==> config.mk <==
export PLATFORM = sky130hd
export DESIGN_NAME = ysyx_23060203_axi_rd_arbiter
export DESIGN_NICKNAME = d
export VERILOG_FILES = /design/src/rtl/ysyx_23060203_axi_rd_arbiter.sv
export SDC_FILE = /design/constraint.sdc
export NUM_CORES = 1
export LEC_CHECK = 0
export CORE_AREA = 2 2 139 141
export CTS_BUF_LIST = sky130_fd_sc_hd__clkbuf_16
export CTS_CLUSTER_SIZE = 16
export DETAILED_ROUTE_END_ITERATION = 10
export DIE_AREA = 0 0 141 143
export GPL_TIMING_DRIVEN = 1
export PLACE_DENSITY = 0.53
export SYNTH_ARGS = -nofsm -noshare
export SYNTH_HDL_FRONTEND = slang
export SYNTH_SLANG_ARGS = --single-unit
==> constraint.sdc <==
create_clock -name clock -period 1.51 [get_ports clock]
set_clock_uncertainty 0.2 [all_clocks]
set_input_delay 0.2265 -clock clock [delete_from_list [all_inputs] [get_ports clock]]
set_output_delay 0.2265 -clock clock [all_outputs]
set_load 0.02 [all_outputs]
==> src/rtl/ysyx_23060203_axi_rd_arbiter.sv <==
// Two-master AXI4 read-channel arbiter: IFU (m0) and LSU (m1) share one downstream read port.
// One transaction in flight; the grant is held from AR acceptance until the rlast beat.
module ysyx_23060203_axi_rd_arbiter #(
  parameter bit          LSU_FIRST = 1'b1,
  parameter bit          RR_EN     = 1'b1,
  parameter int unsigned ADDR_W    = 32,
  parameter int unsigned DATA_W    = 64
) (
  input  logic              clock,
  input  logic              reset,
  // master 0 (IFU)
  input  logic              m0_arvalid,
  output logic              m0_arready,
  input  logic [ADDR_W-1:0] m0_araddr,
  input  logic [3:0]        m0_arid,
  input  logic [7:0]        m0_arlen,
  input  logic [2:0]        m0_arsize,
  input  logic [1:0]        m0_arburst,
  output logic              m0_rvalid,
  input  logic              m0_rready,
  output logic [DATA_W-1:0] m0_rdata,
  output logic [1:0]        m0_rresp,
  output logic              m0_rlast,
  // master 1 (LSU)
  input  logic              m1_arvalid,
  output logic              m1_arready,
  input  logic [ADDR_W-1:0] m1_araddr,
  input  logic [3:0]        m1_arid,
  input  logic [7:0]        m1_arlen,
  input  logic [2:0]        m1_arsize,
  input  logic [1:0]        m1_arburst,
  output logic              m1_rvalid,
  input  logic              m1_rready,
  output logic [DATA_W-1:0] m1_rdata,
  output logic [1:0]        m1_rresp,
  output logic              m1_rlast,
  // downstream slave port
  output logic              s_arvalid,
  input  logic              s_arready,
  output logic [ADDR_W-1:0] s_araddr,
  output logic [3:0]        s_arid,
  output logic [7:0]        s_arlen,
  output logic [2:0]        s_arsize,
  output logic [1:0]        s_arburst,
  input  logic              s_rvalid,
  output logic              s_rready,
  input  logic [DATA_W-1:0] s_rdata,
  input  logic [1:0]        s_rresp,
  input  logic              s_rlast,
  output logic              busy
);

  typedef enum logic [1:0] {
    StIdle = 2'd0,
    StAddr = 2'd1,
    StData = 2'd2
  } state_e;

  state_e state_q;
  logic   gnt_q;
  logic   last_win_q;
  logic   busy_q;
  logic   winner;
  logic   ar_hs;
  logic   r_done;

  // A lone requester always wins; ties go to the fairness bit or the fixed preference.
  always_comb begin
    winner = m1_arvalid;
    if (m0_arvalid && m1_arvalid) begin
      winner = RR_EN ? ~last_win_q : LSU_FIRST;
    end
  end

  assign ar_hs  = s_arvalid & s_arready;
  assign r_done = s_rvalid & s_rready & s_rlast;

  always_ff @(posedge clock or negedge reset) begin
    if (!reset) begin
      state_q    <= StIdle;
      gnt_q      <= 1'b0;
      last_win_q <= 1'b0;
      busy_q     <= 1'b0;
    end else begin
      case (state_q)
        StIdle: begin
          if (m0_arvalid || m1_arvalid) begin
            gnt_q   <= winner;
            state_q <= StAddr;
            busy_q  <= 1'b1;
          end
        end
        StAddr: begin
          // A granted master that drops arvalid keeps the grant until it re-asserts.
          if (ar_hs) begin
            state_q    <= StData;
            last_win_q <= gnt_q;
          end
        end
        StData: begin
          if (r_done) begin
            state_q <= StIdle;
            busy_q  <= 1'b0;
          end
        end
        default: begin
          state_q <= StIdle;
          busy_q  <= 1'b0;
        end
      endcase
    end
  end

  assign busy = busy_q;

  // Address fields follow the grant; only s_arvalid is qualified by state.
  always_comb begin
    s_araddr  = gnt_q ? m1_araddr  : m0_araddr;
    s_arid    = gnt_q ? m1_arid    : m0_arid;
    s_arlen   = gnt_q ? m1_arlen   : m0_arlen;
    s_arsize  = gnt_q ? m1_arsize  : m0_arsize;
    s_arburst = gnt_q ? m1_arburst : m0_arburst;
  end

  always_comb begin
    s_arvalid  = 1'b0;
    m0_arready = 1'b0;
    m1_arready = 1'b0;
    s_rready   = 1'b0;
    m0_rvalid  = 1'b0;
    m1_rvalid  = 1'b0;
    if (state_q == StAddr) begin
      s_arvalid  = gnt_q ? m1_arvalid : m0_arvalid;
      m0_arready = ~gnt_q & s_arready;
      m1_arready = gnt_q & s_arready;
    end
    if (state_q == StData) begin
      s_rready  = gnt_q ? m1_rready : m0_rready;
      m0_rvalid = ~gnt_q & s_rvalid;
      m1_rvalid = gnt_q & s_rvalid;
    end
  end

  // Data payload is broadcast; rvalid alone tells each master whether it is theirs.
  assign m0_rdata = s_rdata;
  assign m0_rresp = s_rresp;
  assign m0_rlast = s_rlast;
  assign m1_rdata = s_rdata;
  assign m1_rresp = s_rresp;
  assign m1_rlast = s_rlast;

endmodule

# --- Word-level counts from Yosys, hierarchy flattened ---
# Index checks and enable logic that the tools add are counted.
word_totals:
  regBits: 5
  output_inout_bits: 190
classes:
  n_eq_ne: 5
  mux: 21
  n_bitwise: 10
  reduce_logical: 7
op_table:
  columns: ["cell", "n"]
  rows:
  - ["$mux W32", 1]
  - ["$mux W1", 11]
  - ["$mux W2", 4]
  - ["$mux W8", 1]
  - ["$and A1 B1 Y1", 7]
  - ["$ne A2 B2 Y1 const B", 3]
  - ["$pmux W2 S3", 1]
  - ["$reduce_and A3 Y1", 2]
  - ["$mux W4", 1]
  - ["$reduce_and A2 Y1", 2]
  - ["$mux W3", 1]
  - ["$not A1 Y1", 3]
  - ["$pmux W1 S3", 1]
  - ["$eq A2 B1 Y1 const B", 1]
  - ["$eq A2 B2 Y1 const B", 1]
  - ["$logic_not A2 Y1", 1]
  - ["$logic_and A1 B1 Y1", 1]
  - ["$logic_or A1 B1 Y1", 1]

# --- Longest topological paths before layout ---
# Gate-level depths: netlist of run 1.
logic_depth:
  ltp_word: 6
  ltp_mapped: 4

# --- Worst setup path before layout of run 1 ---
# OpenSTA, ideal clock, no wires.
synth_timing:
  path_kind: "flip-flop to output port"
  from: "register gnt_q"
  to: "output port m0_rvalid"
  arrival_time_ns: 1.213
  required_time_ns: 1.083
  setup_slack_ns: -0.130
  path_stages_with_launch: 4
  n_path_buf: 2
  cell_sequence: "dfrtp_1 > buf_6 > buf_4 > nor3b_1"
synth_between:
  elab_chain_len: 3
synth_lines:
  columns: ["element", "line_no", "text"]
  rows:
  - ["from (decl)", "60", "logic gnt_q;"]
  - ["from (signal assigned)", "88", "gnt_q <= winner;"]
  - ["$not A1 Y1", "139", "m0_rvalid = ~gnt_q & s_rvalid;"]
  - ["$and A1 B1 Y1", "139", null]
  - ["$mux W1", "137", "if (state_q == StData) begin"]
  - ["to (decl)", "19", "output logic m0_rvalid,"]
# Every way passes these cells.

# --- Worst setup path in the final report of run 1 ---
layout_timing:
  from: "register gnt_q"
  to: "output port s_arvalid"
layout_between:
  elab_chain_len: 2
layout_lines:
  columns: ["element", "line_no", "text"]
  rows:
  - ["$mux W1", "133", "s_arvalid = gnt_q ? m1_arvalid : m0_arvalid;"]
  - ["$mux W1", "132", "if (state_q == StAddr) begin"]
  - ["to (decl)", "38", "output logic s_arvalid,"]
# Every way passes these cells.

==> metrics.md, run 1 <==
| Metric | Value |
|---|---|
| Pwr dens | 1520 nW/um^2 |
| Critical Path Sink Type | output pin |
| Critical path launch point type | register |
| GPL Wtd Cong | around 0.65 |
| VDD IR max | approximately 0.0007 V |
| CP max stage cell | dfrtp_2 |
| # port buffers | 164 |
| GR Layer Usage met1 | 0.0837 |
| Relative slew slack | 0.821 |
| Area of the multi-input gates | between 900 and 1000 sq um |
| Sequential element share of the synthesized area | 0.0649 |
| DR DRC count | 0 |
| Vias in the first global route | 1736 |
| Post-Synth Simple-Gate Area | 0.0519 |
| Worst skew pair latency | 0.23 ns |
| Die footprint | about 20000 sq um |
| WS Path Type | reg -> out |
| Total GRT Usage | 0.0779 |
| Ratio of cells with drive above 1 in the final layout | 0.525 |
| Hold Crit Class | in -> async |
| Max Clock Freq | 521 MHz |
| XOR/XNOR Fraction of Synth Area | 0 |
| P_leak | between 1 and 1.5 nW |
| Nets | 454 |
| Mux cell area share after synthesis | 0.297 |
| Yosys cell types | 23 |
| Initial DRC count | 23 |
| IO Count | 363 |
| Failing checks | setup timing |
| Wirelength per Cell | 16.5 microns |
| Max incr delay on CP | 0.44 ns |
| Synthesized cell area | 1930 sq um |
| Worst flop-to-flop path startpoint | gnt_q |
| Die Wd | 141 microns |
| Synth top area share | 0.526 |
| Critical path data required time | 1.08 ns |
| Worst Slack Setup Final | -0.408 ns |
| Clock Pin Slew Worst Setup and Hold Paths | around 0.030 ns |
| Clock sinks | 5 |
| Rows | 50 |
| Max Root-Sink Buffers | 2 |
| Crit Path Max Fanout | 5 |
| Syn nets | 397 |
| Synthesized flop and latch total | 5 |
| Starting Density | 0.104 |
| Die height | 143 microns |
| Post-route ant nets | 0 |
| Final Cycle Share | 1.27 |
| RSZ-0062 raised after global routing | yes |
| Worst-path cell chain | buf_12, buf_8, mux2_4, nand2_2, nor2_2, buf_6 |
| Synth-to-layout area growth | 77.5% |
| Vias per cell | 3.14 |
| Critical Path Start | gnt_q |
| Total of max-cap violations | 0 |
| CTS Hold Bufs | 0 |
| Post-synth top area cell | buf_4 |
| GR Layer Usage met3 | 0.0399 |
| Largest net degree at the start of global routing | 13 |
| Busiest grt layer | met2 |
| Least-Margin Pin Slew | 0.266 ns |
| Combinational family with the most area after synthesis | buffers and inverters |
| Clk Tree Root Cell | clkbuf_16 |
| Syn avg cell area | roughly 8.6 sq um |
| Post-route setup TNS | -19.25 ns |
| Hold Violations, Final | 0 |
| DP HPWL | 6.06 mm |
| Tmin final | 1.92 ns |
| Fillers | 2037 |
| Cts bufs inserted | 3 |
| Outcome | finished with violations |
| Crit path DAT | approximately 1.5 ns |
| Compound-Gate Fraction of Synth Area | 0.0299 |
| DR vias | 1612 |
| WL final | 8.46 mm |
| Core area | 18600 sq um |
| Initial antenna violation count | 0 |
| Power Total | 5.22 mW |
| Setup WS pre-CTS | -0.594 ns |
| DRT Pass-1 Iters | 3 |
| Ant. Diodes | 0 |
| YS warnings | 0 |
| Top cells by area, synth | buf_4 53%, mux2_2 29%, dfrtp_1 6.5% |
| CTS tree | yes |
| Synth Instances | 224 |
| Adder-Cell Fraction of Synth Area | 0 |
| Met2 GRT Util | 0.126 |
| Global-route wire length before repair | 11.4 mm |
| H-tree levels | 1 |
| Finish-stage setup viols | 58 |
| Max Transition Viols Final | 0 |
| Dpl cell area | roughly 3000 sq um |
| GRT overflow | 0 |
| Register area | approximately 130 sq um |
| Design area | 3420 sq um |
area by class of cell:
| type | instances | share of cell area |
|---|---|---|
| Clock buffer | 3 | 0.0219 |
| Clock inverter | 1 | 0.00110 |
| Sequential cell | 5 | 0.0369 |
| Tap cell | 234 | 0.0856 |
| Timing Repair Buffer | 193 | 0.589 |
| Inverter | 1 | 0.00110 |
| Multi-Input combinational cell | 77 | 0.264 |
kinds of logic after synthesis:
| group | after synthesis |
|---|---|
| buffers and inverters | 142 |
| DFF | 5 |
| and+or+nand+nor | 19 |
| muxes | 51 |
| AOI/OAI and AO/OA | 7 |
report_power, final:
group          switching (mW)  internal [mW]  leakage [nW]  total [mW]
Combinational            1.90           2.63          1.37        4.53
Clock                  0.0890          0.343        0.0423       0.432
Sequential             0.0610          0.195        0.0584       0.256
Total                    2.05           3.16          1.47        5.22
timing repair:
action,CTS,global route
cloned,5,0
buffers inserted,5,3
endpoints found under the setup margin,61,60
resized for setup,327,43
pin swaps,4,3
routing by layer:
metal  vias up  wire length [microns]
met2       169                   3810
met5         -                      0
met3        29                   1180
li1        719                      -
met4         0                    282
met1       695                   3190
per-stage QoR:
stage / hold WS, ns / util / std cells
final: 0.0297 / 0.184 / 514
after global routing: 0.0385 / 0.184 / 514
after CTS: 0.0367 / 0.176 / 511
after detailed placement: 0.253 / 0.158 / 497
after global placement: 0.253 / 0.158 / 497
after floorplan: -0.269 / - / 224
cells in the final DEF, fill, tap and decap left out, types with 2 or more instances in the layout:
master,n
nor2_1,4
clkbuf_16,3
dfrtp_1,4
nand2_1,4
buf_16,6
mux2_4,36
inv_1,2
clkdlybuf4s50_1,106
buf_6,46
a21oi_1,2
buf_2,10
buf_4,19
mux2_2,14
buf_12,2
path summary, 6_finish.rpt:
path | to | slack, ns | depth (start not counted)
max | s_arvalid | -0.41 | 6
min | last_win_q | 0.03 | 1
max reg2reg | state_q[0] | -0.25 | 6
min reg2reg | last_win_q | 0.33 | 2
max in group asynchronous | gnt_q | 0.86 | 1
min in group clock | m1_rdata[26] | 0.25 | 0
cell usage after synthesis:
library cell / number
buf_6: 4
dfrtp_1: 5
nand4b_1: 1
a32o_1: 1
and2_1: 1
a21oi_1: 2
nor3b_1: 1
nand2b_1: 1
o32ai_2: 1
buf_2: 2
nor2_1: 6
mux2i_1: 1
nor3_1: 1
and3b_1: 1
and4b_1: 1
nand2_1: 5
nor2b_1: 1
o21a_1: 1
inv_1: 1
buf_4: 135
a311oi_1: 1
mux2_2: 50
o21ai_0: 1
state kept, by name, indices dropped and copies added, names as in the netlist:
name and count:
busy 1, gnt_q 1, state_q 2, last_win_q 1
worst max-delay path: cells and delay by family, from the launching register on:
kind                   cells  cell delay [ns]
and+or+nand+nor            2             0.11
muxes                      1             0.30
buffers and inverters      3             0.40
DFF                        1             0.44
Power figures use the tool's default switching activity.
==> inputs of run 2 (changes only) <==
Settings changed: CORE_AREA 2 2 139 141 to 2 2 141 143, DIE_AREA 0 0 141 143 to 0 0 143 145, PLACE_DENSITY 0.53 to 0.52, SKIP_LAST_GASP from default to 1.
Clock period 1.51 ns to 2.45 ns, I/O delays scaled along.
==> metrics.md, run 2 (synthesized netlist as in run 1, its figures left out) <==
| Metric | Value |
|---|---|
| # port buffers | 164 (unchanged) |
| Die height | 145 microns (+1.4%) |
| CTS tree | yes |
| H-tree levels | 1 (unchanged) |
| Total GRT Usage | 0.0546 (-0.0233) |
| Most frequent cells in the layout | 159 x clkdlybuf4s50_1, 50 x mux2_2, 6 x nor2_1, 6 x buf_4, 5 x nand2_1 |
| Clock Pin Slew Worst Setup and Hold Paths | 0.03 ns (about the same) |
| Setup WS pre-CTS | 0.0598 ns (+0.654 ns) |
| Met2 GRT Util | 0.0981 (-0.0275) |
| Fillers | 2132 (+4.7%) |
| GPL Wtd Cong | 0.620 (-3.8%) |
| P_leak | 1.08 nW (-26%) |
| WP buf/inv | 2 (-1) |
| Max Transition Viols Final | 0 (unchanged) |
| Critical Path Sink Type | output pin |
| Crit Path Max Fanout | 48 (+43) |
| Rows | 51 (+2.0%) |
| DRT Pass-1 Iters | 4 (+1) |
| Wirelength per Cell | 12.5 microns (-24%) |
| Top reg by flops | state_q |
| Dpl cell area | 2900 sq um (-1.2%) |
| Commonest non-fill, non-tap cell in the layout | clkdlybuf4s50_1 |
| Starting Density | 0.100 (-0.00339) |
| Critical path launch point type | register |
| Max Root-Sink Buffers | 2 (unchanged) |
| Ant. Diodes | 0 (unchanged) |
| IO Count | 363 (unchanged) |
| Pwr dens | 784 nW/um^2 (-49%) |
| Largest net degree at the start of global routing | 49 (+36) |
| Nets | 431 (-5.1%) |
| WS Path Type | reg -> out |
| Hold Violations, Final | 0 (unchanged) |
| Worst-path cell chain | buf_12, mux2_2, clkdlybuf4s50_1 |
| Synth-to-layout area growth | 54.7% |
| Ratio of cells with drive above 1 in the final layout | 0.249 (-0.276) |
| DR DRC count | 0 (unchanged) |
| Clk Tree Root Cell | clkbuf_16 |
| Finish-stage setup viols | 0 (-100%) |
| Worst skew pair latency | 0.23 ns (about the same) |
| GR Layer Usage met3 | 0.0274 (-0.0125) |
| CP delay by family, top | buffers and inverters |
| Least-Margin Pin Slew | 0.320 ns (+0.0538 ns) |
| Max reg flops | 2 (unchanged) |
| Hold Crit Class | in -> async |
| RSZ-0062 raised after global routing | yes |
| Post-route setup TNS | 0 ns (+19.25 ns) |
| Initial DRC count | 41 (+78%) |
| Vias per cell | 2.90 (-7.6%) |
| Core area | 19200 sq um (+3.4%) |
| Postcts setup bufs | 0 (-5) |
| Cts bufs inserted | 3 (unchanged) |
| Critical path data required time | 1.88 ns (+0.80 ns) |
| Crit path DAT | 1.83 ns (+0.34 ns) |
| Tmin final | about 2.4 ns |
| Relative slew slack | 0.788 (-0.0337) |
| Busiest grt layer | met2 |
| Design area | 2980 sq um (-13%) |
| Post-route ant nets | 0 (unchanged) |
| Outcome | finished, final reports clean |
| Die Wd | 143 microns (+1.4%) |
| CP max stage cell | clkdlybuf4s50_1 |
| Global-route wire length before repair | 8.73 mm (-23%) |
| GRT overflow | 0 (unchanged) |
| Die footprint | 20700 sq um (+2.8%) |
| Layout Utilization | 0.155 (-0.0289) |
| Worst Slack Setup Final | 0.0553 ns (+0.463 ns) |
| Total of max-cap violations | 0 (unchanged) |
| Final Cycle Share | 0.977 |
| VDD IR max | 0.000297 V (-58%) |
| WL final | 6.51 mm (-23%) |
| Max Clock Freq | 418 MHz |
| Worst reg2reg setup slack | 0.94 ns (+1.19 ns) |
| Hold_ws | 0.179 ns (+0.149 ns) |
| DP HPWL | 5.54 mm (-8.5%) |
| Vias in the first global route | 1580 (-9.0%) |
| DR vias | 1513 (-6.1%) |
| GR Layer Usage met1 | 0.0491 (-0.0346) |
| Clock sinks | 5 (unchanged) |
| Max incr delay on CP | 0.56 ns (+0.12 ns) |
| Initial antenna violation count | 1 (+1) |
## run 2: changes by cell type in the layout (fill, tap and decap cells not counted), moves of 2 or more
cell,delta
clkdlybuf4s50_1,+53
buf_6,-46
mux2_2,+36
mux2_4,-36
buf_4,-13
buf_2,-10
buf_16,-6
dlymetal6s2s_1,+2
nor2_1,+2
## run 2: path summary, 6_finish.rpt
check                            from          end  cells after the start
min reg2reg                last_win_q   last_win_q                      2
max reg2reg                     gnt_q   state_q[0]                      3
min                             reset   last_win_q                      1
min in group clock         last_win_q   last_win_q                      2
max in group asynchronous       reset        gnt_q                      1
max                             gnt_q  s_araddr[9]                      3
## run 2: report_power, final
part / switching, mW / internal, mW
Clock: 0.0551 / 0.212
Combinational: 0.844 / 1.05
Sequential: 0.0548 / 0.122
Total: 0.954 / 1.39
## run 2: layout make-up
class,instances,area (sq um),share of cell area
Clock buffer,3,75.1,0.0252
Clock inverter,1,3.75,0.00126
Inverter,1,3.75,0.00126
Multi-Input combinational cell,77,731,0.245
Sequential cell,5,128,0.0428
Tap cell,265,332,0.111
Timing Repair Buffer,170,1710,0.573
## run 2: worst register-to-register path, stage by stage (launching register included)
cell and delay, ns:
dfrtp_2 0.37, buf_4 0.20, mux2_2 0.39, a311oi_1 0.26
## run 2: stage by stage
stage	instances	total power, mW
5_1_grt	522	2.49
6_report	522	2.34
3_3_place_gp	518	2.09
2_1_floorplan	224	1.56
4_1_cts	522	2.39
3_5_place_dp	518	2.11
## run 2: metal layers
metal	vias to the layer above	part of all wire
met5	-	0.0020
met4	2	0.044
met3	40	0.16
met2	144	0.47
met1	661	0.32
li1	666	-
## run 2: what timing repair did
item                                    CTS  global route
gates resized for setup                   1             3
gates cloned                              0             0
hold endpoints to repair                  0             0
hold buffers                              0             0
endpoints found under the setup margin    1             5
pin swaps                                 0             0
